--- src/rtl/seg7_mux_driver.sv ---
// Multiplexed seven-segment display driver.
// Scans NUM_DIGITS digits in time slots of REFRESH_DIV clocks, with a dead time
// of BLANK_CYCLES at the start of each slot so that segments do not ghost.
// New display data is double-buffered and committed only at a frame boundary.
module seg7_mux_driver #(
    parameter int NUM_DIGITS   = 4,
    parameter int REFRESH_DIV  = 100000,
    parameter int BLANK_CYCLES = 4,
    parameter bit ACTIVE_LOW   = 1'b1,
    parameter bit LZ_SUPPRESS  = 1'b0
) (
    input  logic                    CLK,
    input  logic                    RESET,
    input  logic                    ENABLE,
    input  logic                    LOAD_IN,
    input  logic [4*NUM_DIGITS-1:0] DIGITS_IN,
    input  logic [NUM_DIGITS-1:0]   DP_IN,
    input  logic [NUM_DIGITS-1:0]   BLANK_IN,
    output logic [NUM_DIGITS-1:0]   SEG_SELECT_OUT,
    output logic [7:0]              HEX_OUT,
    output logic                    FRAME_DONE_OUT
);

    localparam int PW = (REFRESH_DIV > 1) ? $clog2(REFRESH_DIV) : 1;
    localparam int IW = (NUM_DIGITS > 1) ? $clog2(NUM_DIGITS) : 1;
    localparam logic [PW-1:0] PRESC_LAST = PW'(REFRESH_DIV - 1);
    localparam logic [IW-1:0] IDX_LAST   = IW'(NUM_DIGITS - 1);
    localparam logic [PW:0]   BLANK_END  = (PW + 1)'(BLANK_CYCLES);
    localparam logic [NUM_DIGITS-1:0] SEL_OFF = ACTIVE_LOW ? {NUM_DIGITS{1'b1}} : {NUM_DIGITS{1'b0}};
    localparam logic [7:0]    HEX_OFF    = ACTIVE_LOW ? 8'hFF : 8'h00;

    typedef struct packed {
        logic [4*NUM_DIGITS-1:0] digits;
        logic [NUM_DIGITS-1:0]   dp;
        logic [NUM_DIGITS-1:0]   blank;
    } disp_t;

    logic [PW-1:0]         presc;
    logic [IW-1:0]         idx;
    logic                  tick;
    logic                  wrap;
    logic                  lit;
    disp_t                 load_data;
    disp_t                 pend;
    disp_t                 disp;
    logic                  pend_vld;
    logic [NUM_DIGITS-1:0] lz_dark;
    logic [NUM_DIGITS-1:0] sel_hot;
    logic [3:0]            cur_nib;
    logic                  cur_dp;
    logic                  cur_blank;
    logic                  cur_lz;
    logic [7:0]            seg_on;

    function automatic logic [6:0] seg7(input logic [3:0] n);
        case (n)
            4'h0: seg7 = 7'h3F;  4'h1: seg7 = 7'h06;  4'h2: seg7 = 7'h5B;  4'h3: seg7 = 7'h4F;
            4'h4: seg7 = 7'h66;  4'h5: seg7 = 7'h6D;  4'h6: seg7 = 7'h7D;  4'h7: seg7 = 7'h07;
            4'h8: seg7 = 7'h7F;  4'h9: seg7 = 7'h6F;  4'hA: seg7 = 7'h77;  4'hB: seg7 = 7'h7C;
            4'hC: seg7 = 7'h39;  4'hD: seg7 = 7'h5E;  4'hE: seg7 = 7'h79;  default: seg7 = 7'h71;
        endcase
    endfunction

    assign tick      = ENABLE && (presc == PRESC_LAST);
    assign wrap      = tick && (idx == IDX_LAST);
    assign lit       = ENABLE && ({1'b0, presc} >= BLANK_END);
    assign load_data = '{digits: DIGITS_IN, dp: DP_IN, blank: BLANK_IN};

    // Slot prescaler and digit index; both frozen while scanning is disabled.
    always_ff @(posedge CLK or posedge RESET) begin
        if (RESET) begin
            presc <= '0;
            idx   <= '0;
        end else if (tick) begin
            presc <= '0;
            idx   <= (idx == IDX_LAST) ? '0 : idx + IW'(1);
        end else if (ENABLE) begin
            presc <= presc + PW'(1);
        end
    end

    // End-of-frame strobe, one cycle after the wrapping tick.
    always_ff @(posedge CLK or posedge RESET) begin
        if (RESET) FRAME_DONE_OUT <= 1'b0;
        else       FRAME_DONE_OUT <= wrap;
    end

    // Double-buffered display data. A direct write (idle, or load landing on
    // the wrap tick) supersedes anything pending, so the flag is dropped.
    always_ff @(posedge CLK or posedge RESET) begin
        if (RESET) begin
            pend     <= '0;
            disp     <= '0;
            pend_vld <= 1'b0;
        end else if (LOAD_IN && (!ENABLE || wrap)) begin
            disp     <= load_data;
            pend_vld <= 1'b0;
        end else if (LOAD_IN) begin
            pend     <= load_data;
            pend_vld <= 1'b1;
        end else if (wrap && pend_vld) begin
            disp     <= pend;
            pend_vld <= 1'b0;
        end
    end

    // Leading-zero mask: a digit is dark if it and every digit above it are zero.
    always_comb begin
        logic upper_zero;
        lz_dark    = '0;
        upper_zero = 1'b1;
        for (int i = NUM_DIGITS - 1; i >= 1; i--) begin
            upper_zero = upper_zero & (disp.digits[i*4 +: 4] == 4'h0);
            lz_dark[i] = LZ_SUPPRESS & upper_zero;
        end
    end

    // Select the current digit's data and build its active-high segment pattern.
    always_comb begin
        cur_nib   = '0;
        cur_dp    = 1'b0;
        cur_blank = 1'b0;
        cur_lz    = 1'b0;
        sel_hot   = '0;
        for (int i = 0; i < NUM_DIGITS; i++) begin
            if (idx == IW'(i)) begin
                cur_nib    = disp.digits[i*4 +: 4];
                cur_dp     = disp.dp[i];
                cur_blank  = disp.blank[i];
                cur_lz     = lz_dark[i];
                sel_hot[i] = 1'b1;
            end
        end
        if (cur_blank)   seg_on = 8'h00;
        else if (cur_lz) seg_on = {cur_dp, 7'h00};
        else             seg_on = {cur_dp, seg7(cur_nib)};
    end

    // Registered outputs, already in pad polarity; dark during dead time and when idle.
    always_ff @(posedge CLK or posedge RESET) begin
        if (RESET) begin
            SEG_SELECT_OUT <= SEL_OFF;
            HEX_OUT        <= HEX_OFF;
        end else if (lit) begin
            SEG_SELECT_OUT <= sel_hot ^ SEL_OFF;
            HEX_OUT        <= seg_on ^ HEX_OFF;
        end else begin
            SEG_SELECT_OUT <= SEL_OFF;
            HEX_OUT        <= HEX_OFF;
        end
    end

endmodule

--- config.mk ---
export PLATFORM = sky130hd
export DESIGN_NAME = seg7_mux_driver
export DESIGN_NICKNAME = d
export VERILOG_FILES = /design/src/rtl/seg7_mux_driver.sv
export SDC_FILE = /design/constraint.sdc
export NUM_CORES = 1
export LEC_CHECK = 0
export CAP_MARGIN = 20
export CORE_MARGIN = 2
export CORE_UTILIZATION = 60
export CTS_CLUSTER_DIAMETER = 150
export DETAILED_ROUTE_END_ITERATION = 16
export PLACE_DENSITY_LB_ADDON = 0.25
export SLEW_MARGIN = 30
export SYNTH_ARGS = -nofsm -noshare
export SYNTH_HDL_FRONTEND = slang
export SYNTH_SLANG_ARGS = --single-unit
--- constraint.sdc ---
create_clock -name CLK -period 5.05 [get_ports CLK]
set_clock_uncertainty 0.1 [all_clocks]
set_input_delay 1.515 -clock CLK [delete_from_list [all_inputs] [get_ports CLK]]
set_output_delay 1.515 -clock CLK [all_outputs]
set_load 0.05 [all_outputs]
==> implementation parameters <==
Parameter                              Value

Clocking
  Clock input transition at the sequential cells of the worst setup and hold paths ... 0.08 ns
  PostCTS Resize Cnt ... 0
  Clk Latency, worst-skew pair ... 0.34 ns
  Total number of clock tree sinks ... 81
  Number of buffers inserted for hold repair after clock tree synthesis ... 0
  Total CTS buffers ... 9
  CTS tree ... built
  Number of H-tree levels ... 3
  Clock Tree Root ... sky130_fd_sc_hd__clkbuf_8
  Setup Fix Bufs, Post-CTS ... 0
  CTS Buffer Depth ... 2

Drt
  Count of TritonRoute iterations in the first routing pass ... 4
  Count of nets left with antenna violations after detail routing ... 0
  Number of DRC violations after detailed routing ... 0
  Initial DRC Count ... 136
  Routed WL per cell ... 16.11 um
  Vias ... 2737
  Via-per-instance ratio ... 5.799
  WL final ... 7605 um

Synthesis
  Warnings from Yosys ... 0
  Top-count cell post-synth ... sky130_fd_sc_hd__dfrtp_1
  Cell type with the largest total area after synthesis ... sky130_fd_sc_hd__dfrtp_1
  Proportion of netlist area held by the largest area contributor ... 0.4325
  Most used standard cells in the synthesized netlist ... 69 x sky130_fd_sc_hd__dfrtp_1, 37 x sky130_fd_sc_hd__nor2_1, 31 x sky130_fd_sc_hd__a21oi_1
  Avg Cell Area, Syn ... 11.34 um^2
  Sequential cell area fraction in the yosys report ... 0.5114
  Share of synthesized registers carrying an async set or reset ... 1.000
  Post-synth EDFFs ... 0
  Most instantiated flip-flop cell in the synthesis netlist ... sky130_fd_sc_hd__dfrtp_1
  Synthesis-stage register bit count ... 81
  Area contributors post-synth ... sky130_fd_sc_hd__dfrtp_1 43%, sky130_fd_sc_hd__dfstp_2 7.9%, sky130_fd_sc_hd__mux2i_1 7.0%
  Cell area after synthesis ... 3993 um^2
  Synthesized instance count ... 352
  Number of distinct library cells after synthesis ... 49
  Total nets after synthesis ... 392

Floorplan
  Starting density of the core ... 0.6252
  Floorplan core area ... 6386 um^2
  Die outline height ... 85.58 um
  Number of cell rows ... 29
  # IOs ... 41
  Chip width ... 85.58 um
  Overall die area ... 7323 um^2

Worst setup path
  Startpoint of the worst register-to-register path ... idx[0]
  Cells along the critical path ... clkdlybuf4s50_1 > nand4_1 > nor3_2 > nand3_1 > nand3_2 > mux2_1
  Critical-path top delay cell ... sky130_fd_sc_hd__clkdlybuf4s50_1
  Worst r2r path cells ... 7
  Destination of the worst register-to-register timing path ... HEX_OUT[3]
  Arrival time of data at the critical path endpoint ... 3.92 ns
  Type of destination of the critical path ... flop
  Crit-path max cell delay ... 0.71 ns
  Data required time at the worst endpoint ... 5.17 ns
  Number of buffer and inverter instances along the worst setup path ... 1
  Crit-path leading delay family ... simple AND/OR/NAND/NOR gates
  Startpoint type of the worst setup path ... input port
  Crit Path Class ... input port to flop
  Worst reg-to-reg setup slack ... 2.37 ns
  Highest fanout seen on the critical path ... 24

Hold path
  Worst min-delay path category ... flop to flop
  End point of the most critical hold path ... pend[10]
  Origin of the worst min-delay path ... pend[10]
  Worst hold path cell count ... 1

Cells and area
  Number of antenna cells inserted ... 0
  Share of final-layout standard cells stronger than drive strength 1 ... 0.1089
  Layout area overhead ... 16.23%
  Post-layout util ... 0.7267
  Final-layout fill cell count ... 460
  Area occupied by multi-input gates ... 1777 um^2
  Storage element area ... 2042 um^2
  Nets ... 430

Power and ir drop
  Standby leakage power ... 2.124 nW
  Total power density per cell area ... 370.4 nW/um^2
  Power consumption ... 1.719 mW
  Peak supply drop ... 0.0003154 V

Placed design
  Total half-perimeter wirelength after legalization and detailed placement ... 5230 um
  Count of port buffers added during placement ... 40
  GPL Wtd Cong ... 0.7734
  Worst setup slack after placement ... 0.9378 ns

Run status
  Status ... finished, final reports clean

STA
  Final critical delay including setup and external delays ... 3.795 ns
  Final period utilization ... 0.7516
  Total setup violations reported at the end of the flow ... 0
  Least setup slack across all paths after layout ... 1.255 ns
  Max Slew Vio Count ... 0
  RSZ-0062 raised after global routing ... no
  Post-Route Setup TNS ... 0 ns
  Slew HR ... 0.4525
  Worst slack on hold paths ... 0.3955 ns
  Achievable Freq ... 263.5 MHz
  Hold Vio Cnt, Final ... 0
  Slew at the pin with the worst max-slew slack ... 0.8186 ns

Global route
  Number of antenna violations at the first check in global routing ... 0
  Overflow left after global routing ... 0
  Largest net degree at the start of global routing ... 39
  Global routing usage summed across all routing layers ... 0.2284
  Via count of the first global-routing pass ... 2719
  Wire length of the first global-routing pass ... 13000 um

Flow run
  Maximum capacitance violations ... 0
==> metal layers <==
metal	GRT usage	vias to the layer above	wire, um
met3	0.05197	11	271
met1	0.3029	1361	3238
li1	-	1305	-
met4	0.07359	0	123
met2	0.3764	60	3971
met5	0	-	0
==> sequential cells by signal, summed over array words and instances (netlist names) <==
name and count:
presc 17, SEG_SELECT_OUT 4, FRAME_DONE_OUT 1, HEX_OUT 8, idx 2, disp 24
pend 24, pend_vld 1
==> stage by stage <==
step	cells	instance area [um^2]
after floorplan	352	3993
after global placement	456	4387
after detailed placement	456	4387
after CTS	472	4641
after global routing	472	4641
final	472	4641
==> report_power, final <==
part | total [mW] | switching (mW) | internal [mW]
registers | 0.818 | 0.0699 | 0.748
logic | 0.318 | 0.179 | 0.139
clock network | 0.583 | 0.226 | 0.357
==> layout by cell type (no fill, tap or decap), types with 2 or more instances in the layout <==
cell type                         synthesis  routed
sky130_fd_sc_hd__dfrtp_1                 69      69
sky130_fd_sc_hd__clkdlybuf4s50_1          0      40
sky130_fd_sc_hd__nor2_1                  37      37
sky130_fd_sc_hd__a21oi_1                 31      31
sky130_fd_sc_hd__mux2i_1                 28      28
sky130_fd_sc_hd__mux2_1                  24      24
sky130_fd_sc_hd__nand2_1                 23      23
sky130_fd_sc_hd__dfstp_2                 12      12
sky130_fd_sc_hd__ha_1                    12      12
sky130_fd_sc_hd__clkbuf_8                 0      11
sky130_fd_sc_hd__inv_1                   11      10
sky130_fd_sc_hd__xnor2_1                  8       8
sky130_fd_sc_hd__xor2_1                   7       7
sky130_fd_sc_hd__nor2b_1                  6       6
sky130_fd_sc_hd__a211oi_1                 6       6
sky130_fd_sc_hd__nand4_1                  5       5
sky130_fd_sc_hd__o21ai_1                  5       5
sky130_fd_sc_hd__nand3b_1                 5       5
sky130_fd_sc_hd__nand3_1                  4       4
sky130_fd_sc_hd__nor4_1                   4       4
sky130_fd_sc_hd__o21ai_0                  4       4
sky130_fd_sc_hd__buf_4                    2       4
sky130_fd_sc_hd__and3_1                   3       3
sky130_fd_sc_hd__o221ai_1                 3       3
sky130_fd_sc_hd__bufinv_16                0       3
sky130_fd_sc_hd__or3_1                    2       2
sky130_fd_sc_hd__nand4_4                  2       2
sky130_fd_sc_hd__a22oi_1                  2       2
sky130_fd_sc_hd__nor3b_1                  2       2
sky130_fd_sc_hd__nor3_1                   2       2
==> how the worst max path moves through the flow <==
stage	start	slack [ns]	endpoint	cells past startpoint
3_5_place_dp	ENABLE	0.94	pend[7]	6
6_report	ENABLE	1.25	pend[14]	6
2_1_floorplan	RESET	1.37	FRAME_DONE_OUT	1
5_1_grt	ENABLE	1.08	pend[7]	6
4_1_cts	ENABLE	1.28	pend[7]	6
3_3_place_gp	ENABLE	1.02	pend[16]	6
==> kinds of logic (layout without fill, tap and decap cells) <==
| group | Yosys count | after routing | synth area share |
|---|---|---|---|
| AOI/OAI and AO/OA | 58 | 58 | 0.08838 |
| buffers and inverters | 28 | 71 | 0.04638 |
| DFF | 81 | 81 | 0.5114 |
| adders and majority gates | 12 | 12 | 0.03760 |
| xor gates and xnor gates | 15 | 15 | 0.03291 |
| and+or+nand+nor | 105 | 105 | 0.1426 |
| muxes | 53 | 53 | 0.1407 |
==> final cells by class <==
| class | count | area share |
|---|---|---|
| clock buffer | 12 | 0.03343 |
| clock inverter | 4 | 0.02130 |
| inverter | 11 | 0.008897 |
| multi-input combinational | 243 | 0.3829 |
| sequential | 81 | 0.4400 |
| tap | 77 | 0.02076 |
| timing repair buffer | 44 | 0.09275 |
==> worst reg2reg max path, stage by stage (launching register included) <==
cell,delay (ns)
sky130_fd_sc_hd__dfrtp_1,0.39
sky130_fd_sc_hd__ha_1,0.71
sky130_fd_sc_hd__a21oi_1,0.09
sky130_fd_sc_hd__a22oi_1,0.55
sky130_fd_sc_hd__inv_1,0.17
sky130_fd_sc_hd__ha_1,0.29
sky130_fd_sc_hd__a211oi_1,0.21
sky130_fd_sc_hd__o21ai_1,0.10
No activity file was read; power rests on OpenSTA's default activity.
==> variant (same flow settings) <==
The parameter `LZ_SUPPRESS` goes from 1'b0 to 1'b1.
--- a/src/rtl/seg7_mux_driver.sv
+++ b/src/rtl/seg7_mux_driver.sv
@@ -7,7 +7,7 @@
     parameter int REFRESH_DIV  = 100000,
     parameter int BLANK_CYCLES = 4,
     parameter bit ACTIVE_LOW   = 1'b1,
-    parameter bit LZ_SUPPRESS  = 1'b0
+    parameter bit LZ_SUPPRESS  = 1'b1
 ) (
     input  logic                    CLK,
     input  logic                    RESET,
Behaviour: same outputs for any inputs over 10 cycles, from zero or initial values and one cycle with RESET high; that may be too few to reach the edited logic, so the function may still have changed.
==> variant against the unedited design <==
- synthesized area down 0.41%
- wire length up 0.11%
- design area up 0.30%
- critical path type unchanged
- combinational power down 14%
- setup slack worse by 0.051 ns
- total power down 6.1%
- sequential cell count unchanged
- largest power group unchanged
- die area down 0.40%
==> variant: results (changes against the unedited design) <==
- Status: finished clean
- DR WL/cell: 15.8 µm (-2.0%)
- Final Wtd Congestion: 0.848 (+9.6%)
- Nets: 440 (+2.3%)
- # fillers: 497 (+8.0%)
- Sequential area share after synthesis: 51.4% (+0.21 points)
- # diodes: 0 (unchanged)
- Worst slew margin: 39.5% (-5.7 points)
- Yosys cell types: 44 (-10%)
- Pre-CTS setup slack: 0.866 ns (-0.0721 ns)
- Synth area leaders: dfrtp_1, dfstp_2, mux2_2
- First-pass GRT wire length: 13.3 mm (+2.0%)
- Cts repair resizes: 0 (unchanged)
- All-Layer GR Usage: 23.1% (+0.22 points)
- Switching share of power: 27.9% (+0.23 points)
- Initial antenna violation count: 0 (unchanged)
- Fraction of registers with async set/reset: 100% (unchanged)
- Vias per cell: 5.82 (+0.36%)
- Syn_nets: 403 (+2.8%)
- R2R setup slack: 1.91 ns (-0.46 ns)
- Clk buf depth: 2 (unchanged)
- Clk pin slew, worst setup/hold paths: 0.08 ns (about the same)
- Synth cell count leaders: dfrtp_1, nor2_1, a21oi_1, mux2i_1, mux2_2
- Hpwl dp: 5.07 mm (-3.0%)
- Reg2Reg Depth: 8 (+1)
- CP max FO: 24 (unchanged)
- R2r endpoint: HEX_OUT[0]
- Vias in the first global route: 2741 (+0.81%)
- Worst Path Arrival: 3.97 ns (+0.05 ns)
- Hold_sp: pend[19]
- Fraction of layout cells with a size suffix above 1: 16.3% (+5.4 points)
- H-tree levels: 3 (unchanged)
- Ys Warns: 0 (unchanged)
- Peak supply drop: 0.234 mV (-26%)
- Number of DRC markers in iteration 0: 136 (unchanged)
- TritonRoute pass-1 iters: 5 (+1)
- Static Leak: 0.00209 µW (-1.8%)
- Min-Delay Endpoint: pend[19]
- Largest net degree at the start of global routing: 49 (+26%)
variant: layout make-up:
cell class                 count  share of cell area, %
multi-input combinational    254                   39.1
timing repair buffer          44                   9.25
clock buffer                  10                   2.96
inverter                      10                  0.806
clock inverter                 6                   1.96
tap                           77                   2.07
sequential                    81                   43.9
variant: how the worst max path moves through the flow:
stage,endpoint,slack (ns)
after CTS,pend[21],1.22
final,pend[21],1.20
after global routing,pend[21],1.02
after detailed placement,pend[11],0.87
after global placement,pend[18],0.95
after floorplan,FRAME_DONE_OUT,1.37
variant: metrics by stage:
step | hold slack [ns] | instance area (µm²) | instances
final | 0.414 | 4650 | 482
after global routing | 0.429 | 4650 | 482
after CTS | 0.413 | 4650 | 482
after detailed placement | 0.396 | 4430 | 466
after global placement | 0.388 | 4430 | 466
after floorplan | 0.365 | 3980 | 363
variant: worst register-to-register path: stages (launching register included):
cell      delay, ns
dfrtp_1        0.40
ha_1           0.71
a211oi_1       0.09
a211oi_1       0.76
inv_1          0.21
ha_1           0.28
or3_1          0.36
o221ai_1       0.08
nand2_1        0.08
variant: cell families after synthesis:
logic type / after synthesis / share of synthesized area (%)
compound gates: 60 / 9.85
xor+xnor: 15 / 3.30
buf+inv: 28 / 3.37
flops: 81 / 51.4
mux: 51 / 13.6
simple gates: 116 / 14.7
fa+ha+maj: 12 / 3.78
variant: power groups by stage:
stage | logic (µW) | registers, µW | clock network [µW]
floorplan | 180 | 823 | 0
global placement | 261 | 815 | 0
detailed placement | 273 | 819 | 0
CTS | 276 | 807 | 541
global route | 304 | 820 | 569
finish | 273 | 809 | 531
variant: metal layers:
metal	up-vias	GRT usage [%]	routed length (µm)
met1	1388	31.2	3410
met4	0	9.52	111
met2	48	37.8	3890
li1	1360	-	-
met5	-	0	0
met3	9	3.02	207
